### src/rtl/sel_scan_pkg.sv
// Shared types and helpers for the 4-channel select scanner.
package sel_scan_pkg;

    localparam int NCH  = 4;
    localparam int CH_W = 2;

    typedef enum logic {
        IDLE  = 1'b0,
        GRANT = 1'b1
    } state_t;

    function automatic logic [NCH-1:0] onehot4(input logic [CH_W-1:0] ch);
        logic [NCH-1:0] oh;
        oh     = '0;
        oh[ch] = 1'b1;
        return oh;
    endfunction

endpackage

### src/rtl/sel_scan_ctrl_rr_pick4.sv
// Round-robin picker: searches ptr+1, ptr+2, ptr+3, ptr and returns the first requester.
module rr_pick4
    import sel_scan_pkg::*;
(
    input  logic [NCH-1:0]  req,
    input  logic [CH_W-1:0] ptr,
    output logic            found,
    output logic [CH_W-1:0] win
);

    always_comb begin
        logic [CH_W-1:0] idx;
        found = 1'b0;
        win   = ptr;
        idx   = ptr;
        // Walk from lowest to highest priority so the highest-priority hit is written last.
        for (int i = NCH; i >= 1; i--) begin
            idx = ptr + CH_W'(i);
            if (req[idx]) begin
                found = 1'b1;
                win   = idx;
            end
        end
    end

endmodule

### src/rtl/sel_scan_ctrl.sv
// Round-robin scan controller for a downstream 4:1 mux; each grant is held DWELL cycles.
// Optional sample path of the mux output is built when SEL_SCAN_SAMPLE_EN is defined.
module sel_scan_ctrl
    import sel_scan_pkg::*;
#(
    parameter int DWELL = 4
) (
    input  logic       clk,
    input  logic       rst,
    input  logic       en,
    input  logic [3:0] req,
    output logic [1:0] s,
    output logic [3:0] grant,
    output logic       busy,
    input  logic       y,
    output logic       smp_data,
    output logic [1:0] smp_ch,
    output logic       smp_valid
);

    localparam int               CNT_W    = 4;
    localparam logic [CNT_W-1:0] CNT_LOAD = CNT_W'(DWELL - 1);

    state_t           state_q, state_d;
    logic [CH_W-1:0]  s_q, s_d;
    logic [NCH-1:0]   grant_q, grant_d;
    logic             busy_q, busy_d;
    logic [CNT_W-1:0] cnt_q, cnt_d;
    logic [CH_W-1:0]  ptr_q, ptr_d;

    logic             pick_found;
    logic [CH_W-1:0]  pick_win;

    rr_pick4 u_pick (
        .req   (req),
        .ptr   (ptr_q),
        .found (pick_found),
        .win   (pick_win)
    );

    always_comb begin
        state_d = state_q;
        s_d     = s_q;
        grant_d = grant_q;
        busy_d  = busy_q;
        cnt_d   = cnt_q;
        ptr_d   = ptr_q;
        case (state_q)
            IDLE: begin
                if (en && pick_found) begin
                    state_d = GRANT;
                    s_d     = pick_win;
                    grant_d = onehot4(pick_win);
                    busy_d  = 1'b1;
                    cnt_d   = CNT_LOAD;
                    ptr_d   = pick_win;
                end
            end
            GRANT: begin
                if (!en) begin
                    state_d = IDLE;
                    grant_d = '0;
                    busy_d  = 1'b0;
                    cnt_d   = '0;
                end else if (cnt_q == '0) begin
                    if (pick_found) begin
                        s_d     = pick_win;
                        grant_d = onehot4(pick_win);
                        cnt_d   = CNT_LOAD;
                        ptr_d   = pick_win;
                    end else begin
                        state_d = IDLE;
                        grant_d = '0;
                        busy_d  = 1'b0;
                    end
                end else if (!req[s_q]) begin
                    // Requester withdrew: make the next cycle the last dwell cycle.
                    cnt_d = '0;
                end else begin
                    cnt_d = cnt_q - 1'b1;
                end
            end
            default: ;
        endcase
    end

    always_ff @(posedge clk) begin
        if (rst) begin
            state_q <= IDLE;
            s_q     <= '0;
            grant_q <= '0;
            busy_q  <= 1'b0;
            cnt_q   <= '0;
            ptr_q   <= 2'd3;
        end else begin
            state_q <= state_d;
            s_q     <= s_d;
            grant_q <= grant_d;
            busy_q  <= busy_d;
            cnt_q   <= cnt_d;
            ptr_q   <= ptr_d;
        end
    end

    assign s     = s_q;
    assign grant = grant_q;
    assign busy  = busy_q;

`ifdef SEL_SCAN_SAMPLE_EN
    logic            smp_data_q, smp_data_d;
    logic [CH_W-1:0] smp_ch_q, smp_ch_d;
    logic            smp_valid_q, smp_valid_d;

    // Capture on the last dwell cycle; early ends are folded into cnt=0 above.
    always_comb begin
        smp_data_d  = smp_data_q;
        smp_ch_d    = smp_ch_q;
        smp_valid_d = 1'b0;
        if (state_q == GRANT && cnt_q == '0) begin
            smp_data_d  = y;
            smp_ch_d    = s_q;
            smp_valid_d = 1'b1;
        end
    end

    always_ff @(posedge clk) begin
        if (rst) begin
            smp_data_q  <= 1'b0;
            smp_ch_q    <= '0;
            smp_valid_q <= 1'b0;
        end else begin
            smp_data_q  <= smp_data_d;
            smp_ch_q    <= smp_ch_d;
            smp_valid_q <= smp_valid_d;
        end
    end

    assign smp_data  = smp_data_q;
    assign smp_ch    = smp_ch_q;
    assign smp_valid = smp_valid_q;
`else
    logic unused_y;
    assign unused_y  = y;
    assign smp_data  = 1'b0;
    assign smp_ch    = '0;
    assign smp_valid = 1'b0;
`endif

endmodule

### config.mk
export PLATFORM = sky130hd
export DESIGN_NAME = sel_scan_ctrl
export DESIGN_NICKNAME = d
export VERILOG_FILES = /design/src/rtl/sel_scan_pkg.sv /design/src/rtl/sel_scan_ctrl_rr_pick4.sv /design/src/rtl/sel_scan_ctrl.sv
export SDC_FILE = /design/constraint.sdc
export NUM_CORES = 1
export LEC_CHECK = 0
export CAP_MARGIN = 20
export CORE_MARGIN = 2
export CORE_UTILIZATION = 51
export CTS_CLUSTER_DIAMETER = 40
export DETAILED_ROUTE_END_ITERATION = 16
export GPL_TIMING_DRIVEN = 1
export HOLD_SLACK_MARGIN = 0.05
export PLACE_DENSITY = 0.91
export SYNTH_ARGS = -nofsm -noshare
export SYNTH_HDL_FRONTEND = slang
export SYNTH_SLANG_ARGS = --single-unit
### constraint.sdc
create_clock -name clk -period 3.41 [get_ports clk]
set_clock_uncertainty 0.1 [all_clocks]
set_input_delay 0.682 -clock clk [delete_from_list [all_inputs] [get_ports clk]]
set_output_delay 0.682 -clock clk [all_outputs]
set_load 0.05 [all_outputs]
==> results.md <==
- For this block, the initial DRC count from the detailed router was 13.
- The maximum fanout encountered on the critical timing path is 3.
- The via count of the first global-routing pass is 603.
- For the worst setup path, the data required time is 2.63 ns.
- The number of gates resized after CTS was 0.
- In this design, the stage delay of the slowest critical-path cell is 0.82 ns.
- The post-synthesis register bit count is 14.
- Sequential cells were found to cover 34.4% of the synthesized design area.
- For this design the static power due to leakage is 0.383 nW.
- The filler cell count in the final layout is 119.
- The number of buffers and inverters on the critical path is 1.
- The worst setup path is launched from a register.
- Based on the critical path, the design can be clocked at up to 0.441 GHz.
- Counting flops with an async set or reset pin after synthesis yields a share of 0%.
- The die covers 1940 um^2.
- The first-pass GRT wire length is 2570 um.
- The number of antenna violations at the first check in global routing came to 0.
- The via density per instance is 5.84.
- The final max-slew violation count is 0.
- The number of hold-slack violations in the final timing report is 0.
- The number of levels the H-tree was split into is 1.
- A synthesized cell averages 9.06 um^2.
- In this run the vertical extent of the chip is 44.0 um.
- Setup repair after global routing left no endpoint under its margin.
- In this run the clock root is driven by a sky130_fd_sc_hd__clkbuf_4.
- The largest net degree at the start of global routing is 14.
- The power density over the cells is 461 nW/um^2.
- The number of rows created at floorplan is 14.
- The detailed router placed 689 vias in this run.
- After detailed routing, the average wire length per cell comes to 12.7 um.
- The critical path data arrival time is 1.48 ns.
- The run finished with clean final reports.
- During synthesis, Yosys emitted a total of 0 warnings.
- The count of input and output buffers is 13.
- TritonCTS built the clock tree.
- The minimum clock period after layout is 2.27 ns.
- The total setup buffers inserted after CTS is 0.
- Walking the worst path, the cells encountered are clkdlybuf4s50_1.
- In this run the horizontal extent of the chip is 44.0 um.
- The instance count of the mapped netlist is 90.
- The total design power is 0.444 mW.
- CTS saw 14 sinks.
- The clock transition time at the flip-flop clock pins of the worst setup and hold paths is 0.08 ns.
- The starting density of the core is 54.2%.
- The total negative setup slack is 0 ns.
- The worst setup path is captured at an output pin.
- The primary flip-flop cell chosen by synthesis mapping is sky130_fd_sc_hd__dfxtp_1.
- Global routing used 18.5% of the available tracks across all layers.
- Setup violations remaining at the end of the flow were counted as 0.
- The peak supply drop is 0.334 mV.
- The slowest library cell on the worst path is sky130_fd_sc_hd__clkdlybuf4s50_1.
- The antenna diode count is 0.
- The type of the tightest min-delay check is register to register.
- The remaining number of nets flagged by the antenna check after routing is 0.
- Summed over all layers, the routed wires come to 1500 um.
- The count of TritonRoute iterations in the first routing pass is 4.
- The layout-stage area growth over the synthesis result is 18.1%.
- The synthesized design contains 0 enable-type register cells.
- The total clock buffers created by CTS is 3.
- After legalization and detailed placement, the total HPWL measured 1140 um.
- The share of the synthesized area in the top cell type is 34.4%.
- The post-synthesis instance area is 816 um^2.
- In the final design database the tool counted 112 nets.
- The total overflow reported by the global router is 0.
- The final weighted congestion in routability-driven placement is 0.817.
- The number of hold buffers added after cts is 0.
- Cells with a size suffix above 1 make up 13.7% of the layout.
- By area the synthesized netlist is led by sky130_fd_sc_hd__dfxtp_1 (34%), sky130_fd_sc_hd__nor2_1 (5.5%), sky130_fd_sc_hd__buf_4 (4.6%), sky130_fd_sc_hd__a21oi_1 (4.3%), sky130_fd_sc_hd__o41ai_4 (3.4%).
- The core region is 1510 um^2.
- The cell family with the largest share of critical-path delay is buffers and inverters.
- The post-synthesis cell type with the largest combined area is sky130_fd_sc_hd__dfxtp_1.
- Across the run, the number of max-cap violations was 0.
- For this design the top-level I/O count stands at 19.
- The source-to-sink clock delay at the later pin of the worst-skew pair is 0.28 ns.
- Of the available clock period, the critical path in the final layout requires 66.5%.
- The count of cell types in the netlist is 42.
- The setup path with the least slack is of type register to output pin.
- In this run the deepest clock path goes through 2 buffers.
- The DRC violations left is 0.
[cells by family after synthesis]
kind of cell	share of synthesized area, %
compound gates	25.2
other cells	0.460
mux	3.99
flops	34.4
buf+inv	7.52
fa+ha+maj	1.53
simple gates	27.0
[layout by cell type, fill, tap and decap left out, types with 3 or more instances in the layout]
cell and n:
sky130_fd_sc_hd__clkdlybuf4s50_1 13, sky130_fd_sc_hd__inv_1 3, sky130_fd_sc_hd__a21oi_1 7, sky130_fd_sc_hd__nor2_1 12, sky130_fd_sc_hd__nor3_1 3, sky130_fd_sc_hd__conb_1 4
sky130_fd_sc_hd__clkbuf_4 3, sky130_fd_sc_hd__dfxtp_1 14, sky130_fd_sc_hd__nand2b_1 3
[stage by stage]
step | setup WS [ns] | hold slack [ns] | instance area [um^2] | util [%] | std cells
finish | 1.14 | 0.404 | 963 | 64.0 | 118
global route | 1.07 | 0.433 | 963 | 64.0 | 118
CTS | 1.13 | 0.406 | 963 | 64.0 | 118
detailed placement | 0.881 | 0.382 | 927 | 61.5 | 114
global placement | 0.888 | 0.388 | 927 | 61.5 | 114
floorplan | 1.57 | 0.381 | 827 | - | 93
[cell usage after synthesis (all sizes together) (2+ instances only)]
cell type  number
dfxtp          14
nor2           14
a21oi           8
buf             6
a22oi           4
nor3            4
inv             3
nand2b          3
a21o            2
and2b           2
clkbuf          2
nand2           2
o21ai           2
or3b            2
[power breakdown]
group | switching, mW | internal, mW
clock network | 0.0541 | 0.0650
logic | 0.0816 | 0.0537
registers | 0.0136 | 0.176
[sequential cells by signal, indices dropped and copies added, names as in the netlist]
| register | cells |
|---|---|
| state_q | 1 |
| s | 2 |
| grant | 4 |
| ptr_q | 2 |
| busy | 1 |
| cnt_q | 4 |
[routing by layer]
metal,vias up,routed length [um],global-route usage (%)
met5,-,0,0
met4,0,41,12.7
met3,4,81,3.75
met2,21,726,30.3
met1,323,652,21.4
li1,341,-,-
[final timing paths]
check | from | endpoint | slack, ns | cells past startpoint
max reg2reg | cnt_q[0]$_SDFFE_PP0P_ | grant[2]$_SDFFE_PP0P_ | 1.51 | 7
min reg2reg | grant[3]$_SDFFE_PP0P_ | grant[3]$_SDFFE_PP0P_ | 0.40 | 2
min | grant[3]$_SDFFE_PP0P_ | grant[3]$_SDFFE_PP0P_ | 0.40 | 2
max | s[0]$_SDFFE_PP0P_ | s[0] | 1.14 | 1
[area by class of cell]
type                            count  area [um^2]  share of cell area (%)
Multi-Input combinational cell     68          485                    50.4
Inverter                            3         11.3                    1.17
Sequential cell                    14          280                    29.1
Clock buffer                        4         36.3                    3.77
Timing Repair Buffer               13          130                    13.5
Tap cell                           16         20.0                    2.08
(Power assumes the default switching activity.)
